--- src/rtl/prsim_chan_driver.sv ---
// Multi-channel four-phase handshake driver: commands request N tokens on a channel,
// and each channel runs its own req/ack handshake with a per-phase timeout.
module prsim_chan_lane #(
  parameter int CW      = 8,
  parameter int TOW     = 16,
  parameter int TIMEOUT = 1000
) (
  input  logic          clk,
  input  logic          rst_n,
  input  logic          start,
  input  logic [CW-1:0] count,
  input  logic          ack,
  input  logic          err_clr,
  output logic          req,
  output logic          busy,
  output logic          done,
  output logic          err,
  output logic          idle,
  output logic          tok
);
  typedef enum logic [1:0] {IDLE, RISE, FALL, ERR} state_t;

  state_t         state, state_n;
  logic [1:0]     ack_pipe;
  logic           ack_s, tmo;
  logic [CW-1:0]  rem, rem_n;
  logic [TOW-1:0] tcnt, tcnt_n;
  logic           req_n, done_n, err_n;

  assign ack_s = ack_pipe[1];
  assign tmo   = (tcnt == TOW'(TIMEOUT - 1));
  assign idle  = (state == IDLE);

  always_ff @(posedge clk or negedge rst_n) begin
    if (!rst_n) begin
      ack_pipe <= '0;
      state    <= IDLE;
      rem      <= '0;
      tcnt     <= '0;
      req      <= 1'b0;
      busy     <= 1'b0;
      done     <= 1'b0;
      err      <= 1'b0;
    end else begin
      ack_pipe <= {ack_pipe[0], ack};
      state    <= state_n;
      rem      <= rem_n;
      tcnt     <= tcnt_n;
      req      <= req_n;
      busy     <= (state_n != IDLE);
      done     <= done_n;
      err      <= err_n;
    end
  end

  always_comb begin
    state_n = state;
    rem_n   = rem;
    tcnt_n  = tcnt;
    req_n   = req;
    done_n  = 1'b0;
    err_n   = err;
    tok     = 1'b0;
    case (state)
      IDLE: begin
        if (start) begin
          if (count == '0) begin
            done_n = 1'b1;
          end else begin
            rem_n   = count;
            state_n = RISE;
            req_n   = 1'b1;
            tcnt_n  = '0;
          end
        end
      end
      RISE: begin
        tcnt_n = tcnt + 1'b1;
        if (ack_s) begin
          req_n   = 1'b0;
          state_n = FALL;
          tcnt_n  = '0;
        end else if (tmo) begin
          req_n   = 1'b0;
          err_n   = 1'b1;
          state_n = ERR;
        end
      end
      FALL: begin
        tcnt_n = tcnt + 1'b1;
        if (!ack_s) begin
          tok    = 1'b1;
          tcnt_n = '0;
          if (rem == CW'(1)) begin
            state_n = IDLE;
            done_n  = 1'b1;
          end else begin
            rem_n   = rem - 1'b1;
            state_n = RISE;
            req_n   = 1'b1;
          end
        end else if (tmo) begin
          req_n   = 1'b0;
          err_n   = 1'b1;
          state_n = ERR;
        end
      end
      ERR: begin
        req_n = 1'b0;
        if (err_clr) begin
          err_n   = 1'b0;
          state_n = IDLE;
        end
      end
      default: state_n = IDLE;
    endcase
  end
endmodule

module prsim_chan_driver #(
  parameter int NCH     = 2,
  parameter int CW      = 8,
  parameter int TOW     = 16,
  parameter int TIMEOUT = 1000,
  localparam int CHW    = (NCH > 1) ? $clog2(NCH) : 1
) (
  input  logic           clk,
  input  logic           rst_n,
  input  logic           cmd_valid,
  output logic           cmd_ready,
  input  logic [CHW-1:0] cmd_ch,
  input  logic [CW-1:0]  cmd_count,
  output logic [NCH-1:0] req,
  input  logic [NCH-1:0] ack,
  output logic [NCH-1:0] busy,
  output logic [NCH-1:0] done,
  output logic [NCH-1:0] err,
  input  logic [NCH-1:0] err_clr,
  output logic [15:0]    sent_total
);
  logic [NCH-1:0] sel, idle, start, tok;
  logic [15:0]    tok_cnt;

  // out-of-range cmd_ch matches no lane, so it is never ready
  assign cmd_ready = |(sel & idle);
  assign start     = sel & idle & {NCH{cmd_valid}};

  for (genvar i = 0; i < NCH; i++) begin : g_lane
    assign sel[i] = (cmd_ch == CHW'(i));
    prsim_chan_lane #(.CW(CW), .TOW(TOW), .TIMEOUT(TIMEOUT)) u_lane (
      .clk     (clk),
      .rst_n   (rst_n),
      .start   (start[i]),
      .count   (cmd_count),
      .ack     (ack[i]),
      .err_clr (err_clr[i]),
      .req     (req[i]),
      .busy    (busy[i]),
      .done    (done[i]),
      .err     (err[i]),
      .idle    (idle[i]),
      .tok     (tok[i])
    );
  end

  always_comb begin
    tok_cnt = '0;
    for (int i = 0; i < NCH; i++) tok_cnt = tok_cnt + 16'(tok[i]);
  end

  always_ff @(posedge clk or negedge rst_n) begin
    if (!rst_n) sent_total <= '0;
    else        sent_total <= sent_total + tok_cnt;
  end
endmodule

--- config.mk ---
export PLATFORM = sky130hd
export DESIGN_NAME = prsim_chan_driver
export DESIGN_NICKNAME = d
export VERILOG_FILES = /design/src/rtl/prsim_chan_driver.sv
export SDC_FILE = /design/constraint.sdc
export NUM_CORES = 1
export LEC_CHECK = 0
export CAP_MARGIN = 40
export CORE_ASPECT_RATIO = 0.8
export CORE_MARGIN = 2
export CORE_UTILIZATION = 52
export DETAILED_ROUTE_END_ITERATION = 8
export PLACE_DENSITY = 0.76
export SYNTH_ARGS = -nofsm -noshare
export SYNTH_HDL_FRONTEND = slang
export SYNTH_SLANG_ARGS = --single-unit
--- constraint.sdc ---
create_clock -name clk -period 2.1 [get_ports clk]
set_clock_uncertainty 0.1 [all_clocks]
set_input_delay 0.315 -clock clk [delete_from_list [all_inputs] [get_ports clk]]
set_output_delay 0.315 -clock clk [all_outputs]
set_load 0.005 [all_outputs]
==> metrics.md, run 1 <==
| Metric | Value |
|---|---|
| Outcome | finished, violations left |
| Violated checks | setup timing |
| Floorplan row count | 30 |
| Count of unresolved DRC violations after routing | 0 |
| Commonest cells after routing, fill and taps aside | sky130_fd_sc_hd__dfrtp_1 (80), sky130_fd_sc_hd__buf_4 (54), sky130_fd_sc_hd__o21ai_0 (47) |
| CTS H-tree depth | 3 |
| Synthesis warning total | 0 |
| Number of max-slew violations in the final report | 0 |
| Largest stage delay, worst path | between 0.4 and 0.5 ns |
| CTS tree | yes |
| Core area | 8560 um2 |
| Cell type of the slowest stage on the worst timing path | sky130_fd_sc_hd__clkdlybuf4s50_1 |
| Post-route ant nets | 0 |
| Power density cells | ~1100 nW/um2 |
| Number of global-route vias before repair | approximately 4k |
| Max-capacitance violation count | 0 |
| Port Buffers | 40 |
| Routed wire length per instance | ~17 um |
| Die width | approximately 110 um |
| Largest buffer count on any clock path | 2 |
| Highest net fanout along the worst path | 4 |
| Clock insertion delay at the later pin of the skew report | approximately 0.36 ns |
| Transition time at the pin with the least slew margin | 0.578 ns |
| Relative contribution of sequential cells to total power | between 30% and 40% |
| Mux cell area share after synthesis | less than 1% |
| Clock share of power | between 10% and 20% |
| Data arrival time of the critical path | ~2.3 ns |
| Classification of the worst setup path | in2reg |
| Root buffer cell | sky130_fd_sc_hd__clkbuf_8 |
| Final-layout worst hold slack | between 0.2 and 0.3 ns |
| Period minus WS final | ~2.1 ns |
| Number of CTS-inserted buffers | 9 |
| Leading cell type in the layout, fill and taps excluded | sky130_fd_sc_hd__dfrtp_1 |
| Aggregate global routing overflow | 0 |
| Average cell area after synthesis | ~9.1 um2 |
| Critical path capture point type | flop |
| Highest ir drop seen on vdd | approximately 600 uV |
| Initial antenna violation count | 0 |
| Switching portion of total power | 39.3% |
| Die area | 9670 um2 |
| Synth Instances | 510 |
| Part of the power in combinational logic | between 40 and 50% |
| Achievable frequency | 0.471 GHz |
| Classification of the worst-slack hold path | reg2reg |
| Total number of vias | roughly 4.4k |
| Cell family with most CP delay | buffers and inverters |
| Per-cell via count in the routed design | 6.10 |
| Design Power | between 6 and 7 mW |
| Number of enable-type register cells in the synthesized netlist | 0 |
| Compound-cell area share of the yosys netlist | between 20 and 25% |
| Cell-by-cell trace of the critical path | clkdlybuf4s50_1 > buf_4 > nor4_2 > buf_4 > a21oi_1 > o22ai_2 > clkdlybuf4s15_2 > o21ai_1 > a221oi_2 |
| Most used DFF post-synth | sky130_fd_sc_hd__dfrtp_1 |
| Pin count of the biggest net entering global routing | 43 |
| Cell-internal power | about 4.0 mW |
| Adder-Cell Fraction of Synth Area | around 5% |
| Wire length of the first global-routing pass | 18,800 um |
| Synthesized flop and latch total | 80 |
| Final cycle utilization of the critical path | 101% |
| Total net switching power | about 2.6 mW |
| Static leakage | 2.55 nW |
| First-pass iteration count of the detailed router | 6 |
| Area overhead of the layout relative to synthesis | 28.4% |
| Proportion of layout cells with a drive suffix above 1 | between 20% and 30% |
| Share of the synthesized area in the top cell type | between 40% and 50% |
| Proportion of register bits with asynchronous set or reset after synthesis | between 90% and 100% |
| Post-synthesis sequential area ratio | 43.3% |
| Syn Nets | ~540 |
| Synth Area in XOR/XNOR | around 2.7% |
| Filler cells | around 660 |
| Number of clock sinks seen by CTS | 80 |
| Cell type contributing the most total cell area after synthesis | sky130_fd_sc_hd__dfrtp_1 |
| Number of buffers and inverters on the critical path | 4 |
| Post-synthesis instance area | around 4600 um2 |
| Post-Route WL | ~12,000 um |
| Final RePlAce weighted congestion | ~0.90 |
| Boundary pin count | ~40 |
| Crit-path most repeated cell | sky130_fd_sc_hd__buf_4 |
| Count of nets after finishing | around 630 |
| Dominant combinational cell family by area after synthesis | simple AND/OR/NAND/NOR gates |
| CP required | between 2 and 2.5 ns |
| Overall die height | slightly below 90 um |
| Cell types with the largest area share after synthesis | sky130_fd_sc_hd__dfrtp_1 (43%), sky130_fd_sc_hd__o21ai_0 (5.6%), sky130_fd_sc_hd__ha_1 (4.6%), sky130_fd_sc_hd__nand3_1 (3.7%), sky130_fd_sc_hd__nand2_1 (3.3%) |
| Basic-gate share of the synthesized area counting and, or, nand and nor cells | a little under a quarter |
| Crit path launch type | primary input |
| Final count of negative-setup-slack endpoints | 2 |
| Half-perimeter wire length of the detailed placement result | a little over 8000 um |
| Clock transition at the registers of the reported paths | 0.08 ns |
| Synth unique cells | 62 |
| Total track usage | between 20% and 30% |
| Initial core utilization | a little over half |
| Antenna cell count | 0 |
| Starting DRT DRC Count | ~360 |
| Slew Limit Headroom | between 60 and 70% |
| Final WS setup | -0.0253 ns |
| Hold Violations, Final | 0 |
[repair_timing]
item,in CTS,in global routing
hold buffers,1,0
resized for setup,15,42
hold endpoints to repair,40,0
buffers inserted,2,5
pin swaps,1,5
endpoints found under the setup margin,21,49
gates cloned,0,1
[stage by stage]
stage / util (%) / worst slack [ns] / instance area, um2 / instances / TNS [ns]
final: 69.4 / -0.0253 / 5940 / 713 / -0.0475
after global placement: 63.5 / -0.313 / 5440 / 689 / -12.65
after CTS: 66.8 / -0.00759 / 5720 / 707 / -0.00759
after detailed placement: 63.5 / -0.382 / 5440 / 689 / -14.86
after floorplan: - / 0.00191 / 4630 / 510 / 0
after global routing: 69.4 / -0.0944 / 5940 / 713 / -0.439
[registers in the layout (all words and copies together) (netlist names)]
register	count
g_lane.u_lane.tcnt	32
g_lane.u_lane.rem	16
sent_total	16
g_lane.u_lane.ack_pipe	4
g_lane.u_lane.state	4
g_lane.u_lane.busy	2
g_lane.u_lane.done	2
g_lane.u_lane.err	2
g_lane.u_lane.req	2
[metal layers]
layer	global-route usage [%]	vias to the layer above	part of all wire, %
met4	7.94	0	1.8
li1	-	2049	-
met1	34.9	2061	45
met3	5.52	22	7.3
met5	0	-	0
met2	39.1	218	46
[logic make-up after synthesis]
kind of cell / count (synthesis)
muxes: 3
xor gates and xnor gates: 14
buffers and inverters: 52
and+or+nand+nor: 202
AOI/OAI and AO/OA: 141
adders and majority gates: 18
DFF: 80
[power by group through the flow]
stage               registers (mW)  clock network (mW)  logic (mW)
CTS                           2.11                1.28        2.79
global placement              2.12                   0        2.54
detailed placement            2.13                   0        2.65
floorplan                     2.07                   0        1.73
finish                        2.13                1.26        3.15
global route                  2.17                1.35        3.44
[layout make-up]
cell class                      instances  area, um2  share of cell area (%)
Multi-Input combinational cell        378       2570                    43.2
Sequential cell                        80       2000                    33.7
Timing Repair Buffer                  102        921                    15.5
Tap cell                              112        140                    2.36
Clock buffer                           10        128                    2.15
Inverter                               26        100                    1.68
Clock inverter                          5       82.6                    1.39
[path summary, 6_finish.rpt]
kind                                         startpoint                           end  slack [ns]  cells after the start
max                                        cmd_count[1]       g_lane[0].u_lane.rem[6]       -0.03                      9
min                        g_lane[1].u_lane.ack_pipe[0]  g_lane[1].u_lane.ack_pipe[1]        0.25                      0
max reg2reg                   g_lane[0].u_lane.state[0]       g_lane[0].u_lane.rem[4]        0.03                      8
min reg2reg                g_lane[1].u_lane.ack_pipe[0]  g_lane[1].u_lane.ack_pipe[1]        0.25                      0
max in group asynchronous                         rst_n                 sent_total[7]        0.96                      3
min in group asynchronous                         rst_n       g_lane[1].u_lane.rem[5]        0.36                      2
[synthesized netlist by cell type, types with 3 or more instances]
master / n
sky130_fd_sc_hd__and3_1: 11
sky130_fd_sc_hd__or2_2: 10
sky130_fd_sc_hd__nor3_1: 16
sky130_fd_sc_hd__o41ai_1: 5
sky130_fd_sc_hd__nor4_1: 9
sky130_fd_sc_hd__o221a_2: 3
sky130_fd_sc_hd__o21ai_0: 52
sky130_fd_sc_hd__buf_4: 8
sky130_fd_sc_hd__nand2b_1: 10
sky130_fd_sc_hd__o22ai_1: 6
sky130_fd_sc_hd__o211ai_1: 4
sky130_fd_sc_hd__and4_1: 3
sky130_fd_sc_hd__a221oi_1: 6
sky130_fd_sc_hd__ha_1: 17
sky130_fd_sc_hd__dfrtp_1: 80
sky130_fd_sc_hd__xor2_1: 6
sky130_fd_sc_hd__buf_2: 3
sky130_fd_sc_hd__nand2_1: 41
sky130_fd_sc_hd__nor3b_1: 3
sky130_fd_sc_hd__o31ai_1: 17
sky130_fd_sc_hd__o21bai_1: 3
sky130_fd_sc_hd__inv_1: 26
sky130_fd_sc_hd__nor2b_1: 5
sky130_fd_sc_hd__xnor2_1: 8
sky130_fd_sc_hd__nand3_1: 34
sky130_fd_sc_hd__a21oi_1: 13
sky130_fd_sc_hd__nand4_1: 13
sky130_fd_sc_hd__a31oi_1: 12
sky130_fd_sc_hd__nor2_1: 35
sky130_fd_sc_hd__clkbuf_1: 11
(Power assumes the default switching activity.)
==> run 2, diff against run 1 <==
--- a/config.mk
+++ b/config.mk
@@ -9,6 +9,8 @@
 export CORE_ASPECT_RATIO = 0.8
 export CORE_MARGIN = 2
 export CORE_UTILIZATION = 52
+export CTS_CLUSTER_DIAMETER = 80
+export CTS_CLUSTER_SIZE = 40
 export DETAILED_ROUTE_END_ITERATION = 8
 export PLACE_DENSITY = 0.76
 export SYNTH_ARGS = -nofsm -noshare
==> results of run 2 <==
No change in the layout: final DEF, timing and power equal those of run 1.
==> edit 1 (flow settings as in run 2) <==
Set the parameter `NCH` to 1 (it was 2).
--- a/src/rtl/prsim_chan_driver.sv
+++ b/src/rtl/prsim_chan_driver.sv
@@ -120,3 +120,3 @@
 module prsim_chan_driver #(
-  parameter int NCH     = 2,
+  parameter int NCH     = 1,
   parameter int CW      = 8,
Ports: changed (6 resized); port bits go from 41 to 35. No check against the original RTL was run, so the function may have changed too.
==> edit 1 against run 2 <==
  * The run still ends with setup timing left
  * Combinational power down 60%
  * Register-to-register slack got worse by 0.05 ns
  * Largest power group unchanged
  * Count of clock-buffer cells in the layout down 3
  * Design area fell by 41%
  * Sequential cell count down 32
  * Worst setup slack better by 0.0090 ns
  * Largest cell class unchanged
  * Power is 51% lower
  * Synthesized area fell by 44%
  * Wire length down 49%
==> edit 1: results (changes against run 2) <==
Outcome: complete, but fails checks
Violated checks: setup timing
First-pass GRT wire length: 10200 um (-46%)
Tot GR Track Use: 22.6% (-2.4 points)
Adder-cell share of the synthesized area: 4.80% (-0.23 points)
Reg-to-reg endpoint: g_lane[0].u_lane.rem[3]
WHS: 0.00443 ns (-0.249 ns)
IO Port Bufs: 34 (-15%)
Synth Area per Inst: 9.77 um2 (+7.6%)
Average vias per placed instance: 5.77 (-5.5%)
Slew @ Worst Pin: 0.615 ns (+0.0368 ns)
Largest net degree at the start of global routing: 49 (+14%)
Worst-case reg-to-reg path depth: 7 (-1)
Netlist cell types: 51 (-18%)
Post-Route WL: 6090 um (-49%)
Ranking of synthesized cells by area: dfrtp_1 (46%), ha_1 (4.8%), o21ai_0 (3.8%)
Syn_nets: 291 (-47%)
Setup ws final: -0.0163 ns (+0.00901 ns)
Met3 wire length: 250 um (-71%)
Inst Count DP: 392 (-43%)
# H-tree levels: 2 (-1)
Detail Placement HPWL: 4190 um (-49%)
Clk_lat worst skew: 0.30 ns (-0.06 ns)
Finish-stage setup viols: 1 (-1)
XOR/XNOR Fraction of Synth Area: 4.70% (+2.1 points)
==> edit 1: final cells by class <==
| cell class | instances | share of cell area, % |
|---|---|---|
| clock inverter | 1 | 0.862 |
| timing repair buffer | 73 | 18.6 |
| multi-input combinational | 200 | 39.9 |
| clock buffer | 7 | 2.76 |
| inverter | 11 | 1.18 |
| tap | 62 | 2.23 |
| sequential | 48 | 34.5 |
==> edit 1: timing repair <==
action,in CTS,in global routing
setup buffers,0,2
gates resized for setup,2,10
endpoints found under the hold margin,0,0
pin swaps,0,1
setup endpoints to repair,3,10
==> edit 1: cell families (layout without fill, tap and decap cells) <==
logic type,after synthesis,in the layout
adder cells (fa/ha/maj),10,10
flip-flops,48,48
multiplexers,5,5
buffers and inverters,19,92
XOR/XNOR,14,14
AO/OA/AOI/OAI,67,67
AND/OR/NAND/NOR,104,104
==> edit 1: routing by layer <==
| metal | GRT usage, % | vias up |
|---|---|---|
| met4 | 6.97 | 0 |
| met5 | 0 | - |
| met3 | 4.77 | 7 |
| li1 | - | 1133 |
| met2 | 36.0 | 47 |
| met1 | 31.5 | 1131 |
==> edit 1: worst max-delay path: cells and delay by family, from the launching register on <==
kind                       cells  cell delay, ns
AOI/OAI and AO/OA              3            0.71
DFF                            1            0.39
muxes                          1            0.35
adders and majority gates      1            0.18
and+or+nand+nor                1            0.15
buffers and inverters          1            0.12
==> edit 1: worst max-delay path by stage <==
stage	startpoint	to	slack, ns	cells past startpoint
3_3_place_gp	cmd_count[1]	g_lane[0].u_lane.rem[3]	-0.09	6
4_1_cts	g_lane[0].u_lane.state[1]	cmd_ready	0.03	4
6_report	g_lane[0].u_lane.state[0]	g_lane[0].u_lane.rem[3]	-0.02	7
3_5_place_dp	cmd_count[1]	g_lane[0].u_lane.rem[3]	-0.20	6
5_1_grt	g_lane[0].u_lane.state[0]	g_lane[0].u_lane.rem[3]	-0.13	7
2_1_floorplan	g_lane[0].u_lane.state[0]	sent_total[11]	-0.02	9
==> edit 1: power groups by stage <==
stage	clock, uW	combinational (uW)	sequential, uW
4_1_cts	743	1230	1180
3_3_place_gp	0	1190	1200
3_5_place_dp	0	1210	1200
5_1_grt	782	1400	1220
2_1_floorplan	0	705	1190
6_report	724	1270	1190
==> edit 1: stage by stage <==
| step | cell area (um2) | util (%) | setup slack, ns | total power, uW |
|---|---|---|---|---|
| CTS | 3420 | 69.5 | 0.0267 | 3160 |
| global placement | 3300 | 67.0 | -0.0912 | 2390 |
| finish | 3480 | 70.8 | -0.0163 | 3190 |
| floorplan | 2640 | - | -0.0212 | 1890 |
| detailed placement | 3300 | 67.0 | -0.196 | 2410 |
| global route | 3480 | 70.8 | -0.130 | 3400 |
==> edit 2 (config.mk and constraints of run 2) <==
Made on the original files. Reset style: synchronous (`rst_n`), changed in 2 clocked blocks.
--- a/src/rtl/prsim_chan_driver.sv
+++ b/src/rtl/prsim_chan_driver.sv
@@ -33,3 +33,3 @@
 
-  always_ff @(posedge clk or negedge rst_n) begin
+  always_ff @(posedge clk) begin
     if (!rst_n) begin
@@ -170,3 +170,3 @@
 
-  always_ff @(posedge clk or negedge rst_n) begin
+  always_ff @(posedge clk) begin
     if (!rst_n) sent_total <= '0;
Behaviour: differs if rst_n is asserted again (counterexample within 4 cycles, from zero or initial values and one cycle with rst_n low); with rst_n held inactive, the same outputs for 4 cycles.
==> edit 2 against run 2 <==
  * Synthesized area decreased by 3.9%
  * Sequential cell count unchanged
  * Clock power decreased by 11%
  * Worst setup slack improved by 0.078 ns
  * Core utilization decreased by 2.0 points
  * Combinational power decreased by 42%
  * Wire length decreased by 5.1%
  * Design area decreased by 4.7%
  * Power decreased by 28%
==> edit 2: results (changes against run 2) <==
Area after DPL: 5360 um2 (-1.3%)
Slew Limit Headroom: 46.8% (-14 points)
Ratio of cells with drive above 1 in the final layout: 19.2% (-3.9 points)
Maximum VDD drop: 0.541 mV (-8.8%)
Detail Placement HPWL: 8330 um (+2.1%)
Nets: 669 (+6.0%)
Area of the multi-input gates: 2730 um2 (+6.2%)
Adder-cell share of the synthesized area: 5.23% (+0.20 points)
CP Class: reg -> reg
Tot GR Track Use: 25.6% (+0.56 points)
Post-synth ARST share: 0% (-100 points)
Inst Count DP: 735 (+6.7%)
Delay-heaviest family, CP: simple AND/OR/NAND/NOR gates
Cell area after layout: 5670 um2 (-4.7%)
Post-synthesis mux area share: 0.731% (+0.028 points)
Main synth FF type: dfxtp_1
Largest net degree at the start of global routing: 24 (-44%)
Complex-gate fraction of the synthesized area: 21.0% (+0.73 points)
WL met1: 5340 um (-1.8%)
First DRT Iteration DRCs: 338 (-7.1%)
Multi-In Gates: 416 (+10%)
Non-clock inverters: 22 (-15%)
WHS: 0.333 ns (+0.0802 ns)
Top post-synthesis cells by count: dfxtp_1 (80), nor2_1 (60), nand2_1 (54)
WL/cell: 15.1 um (-9.9%)
Outcome: finished, final reports clean
Min-delay src: g_lane[0].u_lane.ack_pipe[0]
Grt met1 use: 33.7% (-1.3 points)
Hold depth: 1 (+1)
First-pass GRT wire length: 19000 um (+0.81%)
M3 GR Usage: 6.24% (+0.72 points)
Reg-to-reg endpoint: g_lane[1].u_lane.tcnt[6]
GRT met2 Usage: 41.5% (+2.4 points)
Worst r2r src: g_lane[1].u_lane.state[0]
Average vias per placed instance: 5.79 (-5.1%)
Vias in the first global route: 4045 (+2.3%)
R2R setup slack: 0.05 ns (+0.02 ns)
WP data arrival: 2.25 ns (-0.05 ns)
Syn_nets: 581 (+6.8%)
-- edit 2: changes by cell type after synthesis, sizes merged, moves of 7 or more --
cell	change
dfrtp	-80
dfxtp	+80
nor2	+27
a21oi	+24
o21ai	-21
xor2	+15
nand3	-14
o31ai	-14
nand2	+13
and2	+8
or2	-8
or3	+8
nor3	-7
o2111ai	+7
-- edit 2: power groups by stage --
stage	logic [uW]	clock network, uW	registers (uW)
floorplan	1080	0	1780
global placement	1700	0	1800
detailed placement	1740	0	1800
CTS	1750	1140	1770
global route	2010	1200	1790
finish	1830	1120	1770
-- edit 2: stage by stage --
stage / total power, uW / setup slack, ns
after global placement: 3490 / -0.172
after CTS: 4660 / -0.0392
after detailed placement: 3540 / -0.259
after floorplan: 2860 / 0.00484
final: 4720 / 0.0522
after global routing: 5000 / -0.0543
-- edit 2: what timing repair did --
action,4_1_cts,5_1_grt
buffers inserted,0,1
cloned,0,0
gates resized for setup,5,24
setup endpoints to repair,12,29
pin swaps,0,4
